## src/rtl/horner_sequencer_if.sv

```systemverilog
// Bundle between the Horner sequencer and its surroundings: start/operand inputs,
// coefficient stream, shared-ALU operands/result and the result port.
interface horner_sequencer_if #(
    parameter int WIDTH = 8,
    parameter int DEG_W = 2
);
    logic             start;
    logic [WIDTH-1:0] x_in;
    logic [DEG_W-1:0] deg_in;

    logic             coef_valid;
    logic             coef_ready;
    logic [WIDTH-1:0] coef_data;

    logic [WIDTH-1:0] alu_a;
    logic [WIDTH-1:0] alu_b;
    logic             alu_op;
    logic [WIDTH-1:0] alu_result;

    logic             busy;
    logic             result_valid;
    logic [WIDTH-1:0] result;

    // The sequencer side.
    modport slave (
        input  start, x_in, deg_in,
        input  coef_valid, coef_data,
        output coef_ready,
        output alu_a, alu_b, alu_op,
        input  alu_result,
        output busy, result_valid, result
    );

    // The side that issues work, streams coefficients and owns the ALU.
    modport master (
        output start, x_in, deg_in,
        output coef_valid, coef_data,
        input  coef_ready,
        input  alu_a, alu_b, alu_op,
        output alu_result,
        input  busy, result_valid, result
    );
endinterface

```

## src/rtl/horner_sequencer.sv

```systemverilog
// Horner-rule polynomial evaluator driving a shared external add/multiply ALU.
// Coefficients arrive highest order first; arithmetic wraps mod 2^WIDTH.
//
//  state     | meaning
//  ----------+-------------------------------------------------------------
//  IDLE      | waiting for start; x and degree latched when it arrives
//  FIRST     | waiting for the leading coefficient, loaded straight into acc
//  MUL       | acc <= acc * x on the ALU
//  WAIT_COEF | waiting for the next coefficient
//  ADD       | acc <= acc + coef on the ALU, one fewer coefficient to go
//  DONE      | result register holds the final value, one-cycle valid pulse
module horner_sequencer #(
    parameter int WIDTH = 8,
    parameter int DEG_W = 2
) (
    input logic               clk,
    input logic               reset,
    horner_sequencer_if.slave bus
);

    typedef enum logic [2:0] {
        IDLE      = 3'd0,
        FIRST     = 3'd1,
        MUL       = 3'd2,
        WAIT_COEF = 3'd3,
        ADD       = 3'd4,
        DONE      = 3'd5
    } state_t;

    state_t           state_q, state_d;
    logic [WIDTH-1:0] acc_q, acc_d;
    logic [WIDTH-1:0] x_q, x_d;
    logic [WIDTH-1:0] coef_q, coef_d;
    logic [DEG_W-1:0] rem_q, rem_d;
    logic [WIDTH-1:0] result_q, result_d;

    logic             coef_ready;
    logic             alu_op;
    logic [WIDTH-1:0] alu_b;
    logic             busy;
    logic             result_valid;

    always_ff @(posedge clk) begin
        if (reset) begin
            state_q  <= IDLE;
            acc_q    <= '0;
            x_q      <= '0;
            coef_q   <= '0;
            rem_q    <= '0;
            result_q <= '0;
        end else begin
            state_q  <= state_d;
            acc_q    <= acc_d;
            x_q      <= x_d;
            coef_q   <= coef_d;
            rem_q    <= rem_d;
            result_q <= result_d;
        end
    end

    // The result register is loaded on the transition into DONE with the same
    // value acc receives, so result is already valid while in DONE.
    always_comb begin
        state_d      = state_q;
        acc_d        = acc_q;
        x_d          = x_q;
        coef_d       = coef_q;
        rem_d        = rem_q;
        result_d     = result_q;
        coef_ready   = 1'b0;
        alu_op       = 1'b0;
        alu_b        = '0;
        busy         = (state_q != IDLE);
        result_valid = 1'b0;

        case (state_q)
            IDLE: begin
                if (bus.start) begin
                    x_d     = bus.x_in;
                    rem_d   = bus.deg_in;
                    state_d = FIRST;
                end
            end
            FIRST: begin
                coef_ready = 1'b1;
                if (bus.coef_valid) begin
                    acc_d = bus.coef_data;
                    if (rem_q == '0) begin
                        result_d = bus.coef_data;
                        state_d  = DONE;
                    end else begin
                        state_d  = MUL;
                    end
                end
            end
            MUL: begin
                alu_op  = 1'b1;
                alu_b   = x_q;
                acc_d   = bus.alu_result;
                state_d = WAIT_COEF;
            end
            WAIT_COEF: begin
                coef_ready = 1'b1;
                if (bus.coef_valid) begin
                    coef_d  = bus.coef_data;
                    state_d = ADD;
                end
            end
            ADD: begin
                alu_b = coef_q;
                acc_d = bus.alu_result;
                rem_d = rem_q - DEG_W'(1);
                if (rem_q == DEG_W'(1)) begin
                    result_d = bus.alu_result;
                    state_d  = DONE;
                end else begin
                    state_d  = MUL;
                end
            end
            DONE: begin
                result_valid = 1'b1;
                state_d      = IDLE;
            end
            default: begin
                state_d = IDLE;
            end
        endcase
    end

    assign bus.coef_ready   = coef_ready;
    assign bus.alu_a        = acc_q;
    assign bus.alu_b        = alu_b;
    assign bus.alu_op       = alu_op;
    assign bus.busy         = busy;
    assign bus.result_valid = result_valid;
    assign bus.result       = result_q;

endmodule

```

## src/flat_wrapper.sv

```systemverilog
// flat-port wrapper written by rule: the top's interface ports become plain ports
module horner_sequencer_flat 
#(
    parameter int WIDTH = 8,
    parameter int DEG_W = 2
)
  (clk, reset, bus_start, bus_x_in, bus_deg_in, bus_coef_valid, bus_coef_data, bus_coef_ready, bus_alu_a, bus_alu_b, bus_alu_op, bus_alu_result, bus_busy, bus_result_valid, bus_result);
  horner_sequencer_if #(.WIDTH(WIDTH), .DEG_W(DEG_W)) bus_i ();
  input logic clk;
  input logic reset;
  input wire logic [$bits(bus_i.start)-1:0] bus_start;
  input wire logic [$bits(bus_i.x_in)-1:0] bus_x_in;
  input wire logic [$bits(bus_i.deg_in)-1:0] bus_deg_in;
  input wire logic [$bits(bus_i.coef_valid)-1:0] bus_coef_valid;
  input wire logic [$bits(bus_i.coef_data)-1:0] bus_coef_data;
  output wire logic [$bits(bus_i.coef_ready)-1:0] bus_coef_ready;
  output wire logic [$bits(bus_i.alu_a)-1:0] bus_alu_a;
  output wire logic [$bits(bus_i.alu_b)-1:0] bus_alu_b;
  output wire logic [$bits(bus_i.alu_op)-1:0] bus_alu_op;
  input wire logic [$bits(bus_i.alu_result)-1:0] bus_alu_result;
  output wire logic [$bits(bus_i.busy)-1:0] bus_busy;
  output wire logic [$bits(bus_i.result_valid)-1:0] bus_result_valid;
  output wire logic [$bits(bus_i.result)-1:0] bus_result;
  assign bus_i.start = bus_start;
  assign bus_i.x_in = bus_x_in;
  assign bus_i.deg_in = bus_deg_in;
  assign bus_i.coef_valid = bus_coef_valid;
  assign bus_i.coef_data = bus_coef_data;
  assign bus_coef_ready = bus_i.coef_ready;
  assign bus_alu_a = bus_i.alu_a;
  assign bus_alu_b = bus_i.alu_b;
  assign bus_alu_op = bus_i.alu_op;
  assign bus_i.alu_result = bus_alu_result;
  assign bus_busy = bus_i.busy;
  assign bus_result_valid = bus_i.result_valid;
  assign bus_result = bus_i.result;
  horner_sequencer #(.WIDTH(WIDTH), .DEG_W(DEG_W)) u_core (.clk(clk), .reset(reset), .bus(bus_i));
endmodule
```

## config.mk

```make
export PLATFORM = sky130hd
export DESIGN_NAME = horner_sequencer_flat
export DESIGN_NICKNAME = d
export VERILOG_FILES = /design/src/rtl/horner_sequencer_if.sv /design/src/rtl/horner_sequencer.sv /design/src/flat_wrapper.sv
export SDC_FILE = /design/constraint.sdc
export NUM_CORES = 1
export LEC_CHECK = 0
export ABC_AREA = 0
export CORE_AREA = 4 4 73 82
export DETAILED_ROUTE_END_ITERATION = 12
export DIE_AREA = 0 0 77 86
export PLACE_DENSITY = 0.58
export RECOVER_POWER = 100
export SLEW_MARGIN = 25
export SYNTH_ARGS = -nofsm -noshare
export SYNTH_HDL_FRONTEND = slang
export SYNTH_SLANG_ARGS = --single-unit
```

## constraint.sdc

```tcl
create_clock -name clk -period 2.5 [get_ports clk]
set_input_delay 0.25 -clock clk [delete_from_list [all_inputs] [get_ports clk]]
set_output_delay 0.25 -clock clk [all_outputs]
set_load 0.01 [all_outputs]
```

==> qor.txt, run 1 <==
Status: finished, final reports clean
Fillers: 519
Hold_buf cts: 0
1st-pass router iterations: 4
Crit path cell chain: nor3b_2 -> buf_4 -> a22o_1 -> dlygate4sd3_1
CTS tree: built
Post-synth top area share: 41.90%
Fmax: 422.4 MHz
Top cells by count, synth: nand2_1, dfxtp_1, a21oi_1, nor2_1, a311oi_1
Synthesized area: 1768 um^2
Post-synth EDFFs: 0
RePlAce Congestion: 0.8877
Count leader, synth: nand2_1
Worst Path Required: 2.25 ns
Setup violations, final: 0
#FFs+latches synth: 37
Setup crit end kind: output pin
Die X: 77 um
Routed Antenna Nets: 0
CTS Root Cell: clkbuf_8
Critical-path maximum fanout: 11
Vias in the first global route: 1597
CP max-delay cell: dfxtp_1
Worst Hold Class: reg2reg
Fin. Hold Viols: 0
Cts bufs inserted: 5
DIE HEIGHT: 86 um
CTS max path bufs: 2
# diodes: 0
Layout cells sized above 1: 7.116%
Initial antenna violation count: 0
Clk slew on worst S/H paths: 0.07 ns
Worst-skew pair later-pin latency: 0.29 ns
Post-CTS setup buffer count: 0
Gr ovfl total: 0
Die Area: 6622 um^2
Final Max Slew Viols: 0
Period utilization: 94.70%
Fin Setup TNS: 0 ns
Worst EP arrival: 2.12 ns
Starting density of the core: 33.87%
DR vias/cell: 5.043
Synth unique cells: 38
Worst hold slack: 0.4597 ns
Crit path launch type: register
Post_cts resized: 0
Max incr delay on CP: 0.62 ns
Area contributors post-synth: dfxtp_1, nand2_1, a21oi_1, mux2i_1, a311oi_1
Mapped Avg Cell Area: 8.379 um^2
Area of the multi-input gates: 919.6 um^2
Final HPWL DP: 3441 um
Asr flop ratio synth: 0%
DR DRC count: 0
Port-buffer cells: 57
Setup CP Type: reg2out
Largest net degree at the start of global routing: 38
Register area: 740.7 um^2
DRT iter0 DRCs: 58
Syn Inst Count: 211
Total number of vias: 1649
Worst Tran Pin Value: 0.7003 ns
DRT Wirelength: 4777 um
Worst Skew: 0.009946 ns
Area added between synthesis and finish: 39.28%
Cell row count: 28
Slew HR: 53.31%
Leakage: 0.0009400 uW
GRT Total Usage: 14.75%
First-pass GRT wire length: 7700 um
Minimum clock period: 2.367 ns
Post-route core utilization: 47.17%
Most used DFF post-synth: dfxtp_1
Layout Nets: 299
RSZ-0062 raised after global routing: false
Post-synthesis sequential area ratio: 41.90%
Clk sinks: 37
# Max-Cap Violations: 0
CTS H-tree depth: 2
Routed len/inst: 14.61 um
Cell Pwr Density: 680.8 nW/um^2
Net count after synthesis: 243
Yosys top cell by area: dfxtp_1
Core region area: 5220 um^2
YS warnings: 0
Peak VDD IR: 0.0003339 V
Io pins: 58
-- stage by stage --
stage | std cells | instance area [um^2] | power (uW) | setup slack, ns
after global routing | 327 | 2462 | 1779 | 0.06169
after global placement | 320 | 2386 | 1319 | 0.5645
after detailed placement | 320 | 2386 | 1320 | 0.5262
final | 327 | 2462 | 1676 | 0.1326
after floorplan | 211 | 1768 | 1077 | 1.041
after CTS | 327 | 2467 | 1724 | 0.2032
-- flip-flops by register name, indices dropped and copies added (netlist names) --
register,count
u_core.bus.alu_a,8
u_core.rem_q,2
u_core.coef_q,8
u_core.x_q,8
u_core.state_q,3
u_core.bus.result,8
-- report_power, final --
| group | internal (uW) | switching [uW] | leakage (uW) |
|---|---|---|---|
| logic | 264 | 288 | 0.000596 |
| registers | 667 | 54.6 | 0.000302 |
| clock network | 193 | 210 | 0.0000412 |
| total | 1120 | 552 | 0.000940 |
-- path summary, 6_finish.rpt --
| path | startpoint | end | slack (ns) | cells past startpoint |
|---|---|---|---|---|
| max | u_core.state_q[1] | bus_alu_b[4] | 0.13 | 4 |
| min | u_core.x_q[1] | u_core.x_q[1] | 0.46 | 2 |
| max reg2reg | u_core.state_q[1] | u_core.bus.alu_a[7] | 0.46 | 5 |
| min reg2reg | u_core.x_q[1] | u_core.x_q[1] | 0.46 | 2 |
-- per-layer routing --
| metal | vias up | global-route usage [%] | share of wire [%] |
|---|---|---|---|
| met1 | 749 | 18.10 | 45 |
| met4 | 0 | 4.369 | 1.1 |
| li1 | 850 | - | - |
| met2 | 46 | 24.33 | 46 |
| met3 | 4 | 5.357 | 7.0 |
| met5 | - | 0 | 0 |
-- cells by family (layout without fill, tap and decap cells) --
family,Yosys count,after routing,share of synthesized area (%)
AND/OR/NAND/NOR,86,86,22.65
AO/OA/AOI/OAI,55,55,22.58
flip-flops,37,37,41.90
buffers and inverters,22,78,6.015
multiplexers,8,8,4.530
adder cells (fa/ha/maj),2,2,1.415
XOR/XNOR,1,1,0.9203
-- worst max-delay path, delay by kind of cell (launching register included) --
family	cells	cell delay (ns)
buffers and inverters	2	0.80
DFF	1	0.62
and+or+nand+nor	1	0.24
AOI/OAI and AO/OA	1	0.17
-- final cells by class --
cell class | count | share of cell area, %
clock inverter | 1 | 0.3557
multi-input combinational | 152 | 37.35
clock buffer | 6 | 2.947
sequential | 37 | 30.08
timing repair buffer | 64 | 25.15
inverter | 7 | 1.067
tap | 60 | 3.049
-- placed cells by master (no fill, tap or decap), types with 2 or more instances in the layout --
cell / synthesis / layout
dfxtp_1: 37 / 37
nor3_1: 2 / 2
clkbuf_1: 5 / 2
dlygate4sd3_1: 0 / 26
a22o_1: 8 / 8
nor2b_1: 2 / 2
inv_1: 7 / 7
ha_1: 2 / 2
and3_1: 2 / 2
a311oi_1: 9 / 9
mux2i_1: 8 / 8
clkdlybuf4s50_1: 0 / 31
a211oi_2: 2 / 2
a211oi_1: 7 / 7
a21oi_1: 20 / 20
nor2_1: 17 / 17
clkbuf_8: 0 / 5
nand3_1: 3 / 3
nand2_1: 51 / 51
buf_4: 2 / 6
(Power assumes the default switching activity.)
==> inputs of run 2 (changes only) <==
SLEW_MARGIN = 10   (was 25)
==> results of run 2 <==
Same layout as run 1: the final DEF is identical, and so are final timing and power.
==> inputs of run 3 (changes only) <==
clock period = 2.96 ns   (was 2.5 ns; I/O delays follow)
==> qor.txt, run 3 (synthesis results as in run 1) <==
Status: finished, final reports clean
DRT Wirelength: 4705 um
Clk sinks: 37
Sw Share: 33.40%
Routed Antenna Nets: 0
CTS tree: built
Die X: 77 um
CTS H-tree depth: 2
Worst EP arrival: 2.37 ns
1st-pass router iterations: 4
CP max-delay cell: dfxtp_1
Layout cells sized above 1: 6.061%
Cell Pwr Density: 580.8 nW/um^2
DR DRC count: 0
Clk slew on worst S/H paths: 0.07 ns
Total number of vias: 1635
Crit path launch type: register
Design Area, Final: 2432 um^2
Worst Hold Class: reg2reg
First-pass GRT wire length: 7790 um
Area added between synthesis and finish: 37.58%
Cts bufs inserted: 5
Clock share of power: 24.8%
Post_cts resized: 0
Net Sw Power: 471.9 uW
Minimum clock period: 2.663 ns
Worst-skew pair later-pin latency: 0.29 ns
Worst hold path depth: 2
Worst Tran Pin Value: 1.108 ns
Critical-path maximum fanout: 16
Die Area: 6622 um^2
Dpl cell area: 2356 um^2
# diodes: 0
Leakage: 0.0009241 uW
Core region area: 5220 um^2
Period utilization: 89.95%
Vias in the first global route: 1619
Fmax: 375.6 MHz
GRT Total Usage: 14.89%
DRT iter0 DRCs: 79
CTS max path bufs: 2
Setup violations, final: 0
Setup CP Type: reg2out
Fillers: 521
Peak VDD IR: 0.0002768 V
Fin Setup TNS: 0 ns
Area of the multi-input gates: 910.9 um^2
Starting density of the core: 33.87%
RSZ-0062 raised after global routing: false
Final HPWL DP: 3409 um
Hold_buf cts: 0
Commonest non-fill, non-tap cell in the layout: nand2_1
Fin. Hold Viols: 0
Layout Nets: 295
Port-buffer cells: 57
Combinational fraction of design power: 31.2%
CTS Root Cell: clkbuf_8
Final Max Slew Viols: 0
Sequential power share: 44.0%
Worst Skew: 0.006933 ns
Register area: 740.7 um^2
Max incr delay on CP: 0.65 ns
RePlAce Congestion: 0.8128
FF-to-FF path depth: 4
DIE HEIGHT: 86 um
Internal power: 940.9 uW
DR vias/cell: 5.046
# Max-Cap Violations: 0
Initial antenna violation count: 0
Largest net degree at the start of global routing: 25
Gr ovfl total: 0
Io pins: 58
Crit path cell chain: nor3b_4 -> a22o_1 -> dlygate4sd3_1
Most frequent cells in the layout: nand2_1, dfxtp_1, clkdlybuf4s50_1
Worst Path Required: 2.66 ns
Slew HR: 26.10%
Routed len/inst: 14.52 um
Post-CTS setup buffer count: 0
Setup crit end kind: output pin
Cell row count: 28
## run 3: cell count changes in the layout (fill, tap and decap cells not counted)
| cell | delta |
|---|---|
| nor3b_1 | +1 |
| nor3b_2 | -1 |
| clkinvlp_4 | +1 |
| dlygate4sd3_1 | +1 |
| clkdlybuf4s50_1 | -1 |
| clkinv_4 | -1 |
| clkinv_2 | +2 |
| clkbuf_1 | -2 |
| a21oi_2 | -1 |
| buf_4 | -3 |
| a21oi_1 | +1 |
## run 3: metrics by stage
step | total power (uW) | hold WS (ns) | setup slack, ns | utilization (%) | std cells
after global routing | 1501 | 0.4890 | 0.1542 | 46.60 | 324
final | 1413 | 0.4577 | 0.2974 | 46.60 | 324
after CTS | 1452 | 0.4611 | 0.3282 | 46.79 | 324
after global placement | 1098 | 0.4506 | 0.7069 | 45.13 | 316
after floorplan | 910.0 | 0.4320 | 1.501 | - | 211
after detailed placement | 1102 | 0.4504 | 0.6751 | 45.13 | 316
## run 3: power groups by stage
stage	registers [uW]	clock network [uW]	logic, uW
3_3_place_gp	635	0	463
2_1_floorplan	626	0	284
6_report	622	350	440
4_1_cts	625	360	466
3_5_place_dp	637	0	465
5_1_grt	632	381	488
## run 3: area by class of cell
class,instances,area share [%]
flip-flops and latches,37,30.45
repair buffers,60,24.38
clock inverters,3,0.7202
inverters,7,1.080
clock buffers,5,2.829
well taps,60,3.086
multi-input cells,152,37.45
## run 3: critical path: cells and delay by family, from the launching register on
kind	cells	cell delay, ns
flops	1	0.65
compound gates	1	0.22
buf+inv	1	0.61
simple gates	1	0.59
## run 3: metal layers
layer	track usage, %	vias up	part of all wire (%)
li1	-	846	-
met1	18.64	742	47
met2	24.17	39	46
met3	4.727	8	5.9
met4	5.340	0	1.4
met5	0	-	0
## run 3: path summary, 6_finish.rpt
path                     startpoint                   end  slack (ns)
setup / recovery  u_core.state_q[2]          bus_alu_b[5]        0.30
hold / removal        u_core.x_q[3]         u_core.x_q[3]        0.46
setup reg to reg  u_core.state_q[0]  u_core.bus.result[6]        0.65
hold reg to reg       u_core.x_q[3]         u_core.x_q[3]        0.46
